## config.mk

```make
export PLATFORM = sky130hd
export DESIGN_NAME = logic_unit_arbiter_flat
export DESIGN_NICKNAME = d
export VERILOG_FILES = /design/src/rtl/logic_unit_arbiter_pkg.sv /design/src/rtl/logic_unit_arbiter_if.sv /design/src/rtl/logic_unit_arbiter_bitwise_logic_unit.sv /design/src/rtl/logic_unit_arbiter.sv /design/src/flat_wrapper.sv
export SDC_FILE = /design/constraint.sdc
export NUM_CORES = 1
export LEC_CHECK = 0
export CAP_MARGIN = 20
export CORE_MARGIN = 1.5
export CORE_UTILIZATION = 47
export CTS_CLUSTER_SIZE = 30
export DETAILED_ROUTE_END_ITERATION = 12
export PLACE_DENSITY_LB_ADDON = 0.15
export SLEW_MARGIN = 20
export SYNTH_ARGS = -nofsm -noshare
export SYNTH_HDL_FRONTEND = slang
export SYNTH_SLANG_ARGS = --single-unit
```

## constraint.sdc

```tcl
create_clock -name clk -period 4.1 [get_ports clk]
set_clock_uncertainty 0.15 [all_clocks]
set_input_delay 1.23 -clock clk [delete_from_list [all_inputs] [get_ports clk]]
set_output_delay 1.23 -clock clk [all_outputs]
set_load 0.02 [all_outputs]
```

## src/rtl/logic_unit_arbiter_pkg.sv

```systemverilog
// rtl/logic_unit_arbiter_pkg.sv - op codes and FSM states shared by the arbiter slice
package logic_unit_arbiter_pkg;

    localparam int WIDTH_DEFAULT = 5;

    localparam logic [1:0] OP_AND = 2'b00;
    localparam logic [1:0] OP_OR  = 2'b01;
    localparam logic [1:0] OP_XOR = 2'b10;
    localparam logic [1:0] OP_NOR = 2'b11;

    typedef enum logic {
        EMPTY = 1'b0,
        FULL  = 1'b1
    } state_e;

endpackage

```

## src/rtl/logic_unit_arbiter_if.sv

```systemverilog
// rtl/logic_unit_arbiter_if.sv - two requester channels and the result channel
interface logic_unit_arbiter_if #(
    parameter int WIDTH = 5
);
    logic             req0_valid;
    logic             req0_ready;
    logic [1:0]       req0_op;
    logic [WIDTH-1:0] req0_a;
    logic [WIDTH-1:0] req0_b;

    logic             req1_valid;
    logic             req1_ready;
    logic [1:0]       req1_op;
    logic [WIDTH-1:0] req1_a;
    logic [WIDTH-1:0] req1_b;

    logic             res_valid;
    logic             res_ready;
    logic [WIDTH-1:0] res_data;
    logic             res_id;

    modport slave (
        input  req0_valid, req0_op, req0_a, req0_b,
        output req0_ready,
        input  req1_valid, req1_op, req1_a, req1_b,
        output req1_ready,
        output res_valid, res_data, res_id,
        input  res_ready
    );

    modport master (
        output req0_valid, req0_op, req0_a, req0_b,
        input  req0_ready,
        output req1_valid, req1_op, req1_a, req1_b,
        input  req1_ready,
        input  res_valid, res_data, res_id,
        output res_ready
    );
endinterface

```

## src/rtl/logic_unit_arbiter_bitwise_logic_unit.sv

```systemverilog
// rtl/logic_unit_arbiter_bitwise_logic_unit.sv - combinational AND/OR/XOR/NOR unit
module bitwise_logic_unit
    import logic_unit_arbiter_pkg::*;
#(
    parameter int WIDTH = 5
) (
    input  logic [1:0]       op,
    input  logic [WIDTH-1:0] a,
    input  logic [WIDTH-1:0] b,
    output logic [WIDTH-1:0] y
);
    logic [WIDTH-1:0] and_y;

    // AND slice kept separate so it stays the same cell the datapath already uses
    assign and_y = a & b;

    always_comb begin
        y = and_y;
        case (op)
            OP_AND:  y = and_y;
            OP_OR:   y = a | b;
            OP_XOR:  y = a ^ b;
            default: y = ~(a | b);
        endcase
    end
endmodule

```

## src/rtl/logic_unit_arbiter.sv

```systemverilog
// rtl/logic_unit_arbiter.sv - round-robin share of one logic unit with a one-entry result slot
module logic_unit_arbiter
    import logic_unit_arbiter_pkg::*;
#(
    parameter int WIDTH = WIDTH_DEFAULT
) (
    input  logic                 clk,
    input  logic                 reset,
    logic_unit_arbiter_if.slave  bus
);
    state_e           state, state_next;
    logic             prio;
    logic             slot_free;
    logic             grant0, grant1;
    logic             accept;
    logic             sel_id;
    logic [1:0]       sel_op;
    logic [WIDTH-1:0] sel_a, sel_b;
    logic [WIDTH-1:0] unit_y;
    logic [WIDTH-1:0] res_data_q;
    logic             res_id_q;

    always_comb begin
        state_next = state;
        grant0     = 1'b0;
        grant1     = 1'b0;
        slot_free  = (state == EMPTY) || bus.res_ready;
        if (bus.req0_valid && bus.req1_valid) begin
            grant0 = !prio;
            grant1 = prio;
        end else begin
            grant0 = bus.req0_valid;
            grant1 = bus.req1_valid;
        end
        // a draining slot with nothing to refill goes empty; a blocked slot stays full
        if (accept)
            state_next = FULL;
        else if (slot_free)
            state_next = EMPTY;
    end

    assign bus.req0_ready = slot_free && grant0 && !reset;
    assign bus.req1_ready = slot_free && grant1 && !reset;
    assign accept         = bus.req0_ready || bus.req1_ready;
    assign sel_id         = grant1;
    assign sel_op         = sel_id ? bus.req1_op : bus.req0_op;
    assign sel_a          = sel_id ? bus.req1_a  : bus.req0_a;
    assign sel_b          = sel_id ? bus.req1_b  : bus.req0_b;

    bitwise_logic_unit #(.WIDTH(WIDTH)) u_unit (
        .op (sel_op),
        .a  (sel_a),
        .b  (sel_b),
        .y  (unit_y)
    );

    always_ff @(posedge clk or posedge reset) begin
        if (reset) begin
            state      <= EMPTY;
            prio       <= 1'b0;
            res_data_q <= '0;
            res_id_q   <= 1'b0;
        end else begin
            state <= state_next;
            if (accept) begin
                res_data_q <= unit_y;
                res_id_q   <= sel_id;
                prio       <= !sel_id;
            end
        end
    end

    assign bus.res_valid = (state == FULL);
    assign bus.res_data  = res_data_q;
    assign bus.res_id    = res_id_q;
endmodule

```

## src/flat_wrapper.sv

```systemverilog
// flat-port wrapper written by rule: the top's interface ports become plain ports
module logic_unit_arbiter_flat import logic_unit_arbiter_pkg::*;
#(
    parameter int WIDTH = WIDTH_DEFAULT
)
  (clk, reset, bus_req0_valid, bus_req0_op, bus_req0_a, bus_req0_b, bus_req0_ready, bus_req1_valid, bus_req1_op, bus_req1_a, bus_req1_b, bus_req1_ready, bus_res_valid, bus_res_data, bus_res_id, bus_res_ready);
  logic_unit_arbiter_if #(.WIDTH(WIDTH)) bus_i ();
  input  logic clk;
  input  logic reset;
  input wire logic [$bits(bus_i.req0_valid)-1:0] bus_req0_valid;
  input wire logic [$bits(bus_i.req0_op)-1:0] bus_req0_op;
  input wire logic [$bits(bus_i.req0_a)-1:0] bus_req0_a;
  input wire logic [$bits(bus_i.req0_b)-1:0] bus_req0_b;
  output wire logic [$bits(bus_i.req0_ready)-1:0] bus_req0_ready;
  input wire logic [$bits(bus_i.req1_valid)-1:0] bus_req1_valid;
  input wire logic [$bits(bus_i.req1_op)-1:0] bus_req1_op;
  input wire logic [$bits(bus_i.req1_a)-1:0] bus_req1_a;
  input wire logic [$bits(bus_i.req1_b)-1:0] bus_req1_b;
  output wire logic [$bits(bus_i.req1_ready)-1:0] bus_req1_ready;
  output wire logic [$bits(bus_i.res_valid)-1:0] bus_res_valid;
  output wire logic [$bits(bus_i.res_data)-1:0] bus_res_data;
  output wire logic [$bits(bus_i.res_id)-1:0] bus_res_id;
  input wire logic [$bits(bus_i.res_ready)-1:0] bus_res_ready;
  assign bus_i.req0_valid = bus_req0_valid;
  assign bus_i.req0_op = bus_req0_op;
  assign bus_i.req0_a = bus_req0_a;
  assign bus_i.req0_b = bus_req0_b;
  assign bus_req0_ready = bus_i.req0_ready;
  assign bus_i.req1_valid = bus_req1_valid;
  assign bus_i.req1_op = bus_req1_op;
  assign bus_i.req1_a = bus_req1_a;
  assign bus_i.req1_b = bus_req1_b;
  assign bus_req1_ready = bus_i.req1_ready;
  assign bus_res_valid = bus_i.res_valid;
  assign bus_res_data = bus_i.res_data;
  assign bus_res_id = bus_i.res_id;
  assign bus_i.res_ready = bus_res_ready;
  logic_unit_arbiter #(.WIDTH(WIDTH)) u_core (.clk(clk), .reset(reset), .bus(bus_i));
endmodule
```

==> impl_metrics.toml <==
[place]
numPortBuffers = 37
hpwl_um = 2090
dpl-instance-area_um2 = 1380
gp_congestion = 0.871

[synth]
syn_area_um2 = 971
synth_top_family_by_area = "simple AND/OR/NAND/NOR gates"
ys.flop_type = "dfrtp_1"
synth_edf_count = 0
synthDistinctLibCells = 30
ys_warn_count = 0
synth-xor-area-share = 0.0902
synth_fp_nets = 153
muxShareOfSynthArea = 0.103
synthAdderAreaFrac = 0.129
synth_compound_area_frac = 0.155
synth_area_leaders = "dfrtp_1, ha_1, mux2i_1, xor2_1, inv_1"
synth-simple-area-share = 0.228
ys_seq_area_frac = 0.206
yosys.area.top_type_share = 0.206
ys_ff_latch = 8
netlist_instances = 114
syn_area_per_cell_um2 = 8.52
synthArstFlopShare = 1.00
synth_top_area_cell = "dfrtp_1"

[power_and_ir_drop]
switching_share = 0.387
power_frac_seq = 0.278
pwr-share-comb = 0.558
power_leakage_nw = 0.669
ir_drop_v = 0.000196
clock_power_share = 0.164
power.density_nw_per_um2 = 279
switching_power_uw = 151
internal_power_uw = 239

[clock_network]
numCtsBuffers = 3
root_buffer = "clkbuf_4"
post_cts_resized = 1
hold_buffers = 0
worstSkewPairLatency_ps = 260
htreeDepth = 1
cts_buffer_depth = 2
post_cts_buffers = 0
path_clk_slew_ps = 60
cts.sinks = 8
cts_tree = "done"

[route]
dr.first_iter.drc_count = 21
drc = 0
finalWirelength_um = 2720
vias = 982
avgRoutedWirePerCell_um = 15.0
ant_nets = 0
firstDrtPassIters = 4
vias_per_cell = 5.43

[floorplan]
die_w_um = 48.5
ios = 38
die_h_um = 48.5
floorplan.initialDensity = 0.495
coreArea_um2 = 1960
die_area_um2 = 2350
row_count = 16

[setup_path]
reg2reg_depth = 8
arrival_ps = 2430
critPathRequiredTime_ps = 2720
critical_path_class = "in2out"
reg2reg_to = "u_core.bus.res_data[4]"
start_kind = "input pin"
rr_startpoint = "u_core.prio"
cp-end-kind = "primary output"
cp_max_fo = 2
reg2reg_slack_ps = 1860

[timing]
tightest_slew_ps = 402
relSlewSlack = 0.731
setup_viol = 0
hold_viol = 0
fmax_mhz = 263
finalCritPeriodShare = 0.928
rsz0062_at_grt = "false"
slew_viol_final = 0
period_needed_ps = 3810

[finish]
syn_to_final_growth_pct = 44.1
final_cell_mix = "clkdlybuf4s50_1, inv_1, nand2_1"
antennaDiodeCount = 0
final_common_cell = "clkdlybuf4s50_1"
design_area_um2 = 1400
final_core_util = 0.713
layout-drive-gt1-share = 0.0909
fin_nets = 195

[grt]
grt_max_degree = 11
grt_first_pass_wirelength_um = 4700
antenna_found_initial = 0
grt_pass1_vias = 1051
grt-ovfl-total = 0
grt_util_all_layers = 0.254

[hold_path]
whs_endpoint = "u_core.bus.res_data[0]"
hold_start = "u_core.bus.res_data[0]"
whs_path_depth = 2
holdCritPathClass = "reg2reg"

[run_status]
status = "completed"

[job]
maxCapViolCount = 0
## per-stage QoR
step / TNS, ps / std cells / power [mW] / hold WS [ps] / setup WS (ps)
floorplan: 0 / 114 / 0.238 / 343 / 643
global placement: 0 / 178 / 0.322 / 366 / 50.2
detailed placement: -0.629 / 178 / 0.327 / 370 / -0.629
CTS: 0 / 181 / 0.392 / 378 / 53.5
global route: 0 / 181 / 0.421 / 404 / 203
finish: 0 / 181 / 0.391 / 373 / 293
## Yosys cell counts (all sizes together) (2+ instances only)
cell type / n
nand2b: 2
xor2: 10
a21boi: 2
inv: 13
ha: 10
and3: 3
mux2i: 10
a32oi: 5
buf: 5
o211ai: 5
nand2: 14
nand4: 5
nand3b: 6
o21ai: 6
dfrtp: 8
nor2: 2
## area by class of cell
type / count / area [um2]
multi-input cells: 88 / 684
fillers: 179 / 563
repair buffers: 42 / 409
flip-flops and latches: 8 / 200
inverters: 13 / 48.8
well taps: 27 / 33.8
clock buffers: 3 / 22.5
## power by group through the flow
stage / combinational [mW] / clock [mW] / sequential [mW]
3_3_place_gp: 0.213 / 0 / 0.109
4_1_cts: 0.218 / 0.0652 / 0.108
2_1_floorplan: 0.110 / 0 / 0.128
6_report: 0.218 / 0.0640 / 0.109
5_1_grt: 0.238 / 0.0730 / 0.111
3_5_place_dp: 0.217 / 0 / 0.110
## worst max-delay path: stages
cell and delay [ps]:
clkdlybuf4s50_1 430, nand2b_1 120, nand2_2 70, nor3_1 210, dlygate4sd2_1 370
## cells by family after synthesis
logic type / after synthesis
compound gates: 20
flops: 8
mux: 10
simple gates: 38
xor+xnor: 10
fa+ha+maj: 10
buf+inv: 18
## registers in the layout, summed over array words and instances (netlist names)
signal / cells
u_core.bus.res_valid: 1
u_core.bus.res_id: 1
u_core.bus.res_data: 5
u_core.prio: 1
## worst max-delay path by stage
stage	from	endpoint	slack, ps	depth (start not counted)
global route	bus_req0_valid	bus_req1_ready	200	5
global placement	bus_req0_valid	bus_req1_ready	50	5
CTS	bus_res_ready	bus_req0_ready	50	5
detailed placement	bus_req0_valid	bus_req1_ready	-0.6	5
finish	bus_req0_valid	bus_req1_ready	290	5
floorplan	bus_req0_valid	bus_req1_ready	640	4
## routing by layer
| metal | up-vias | track usage | share of wire |
|---|---|---|---|
| li1 | 481 | - | - |
| met1 | 462 | 0.304 | 0.43 |
| met2 | 37 | 0.468 | 0.52 |
| met3 | 2 | 0.0556 | 0.046 |
| met4 | 0 | 0.0524 | 0.0048 |
| met5 | - | 0 | 0 |
Note: power is estimated with default switching activity, not from simulation.
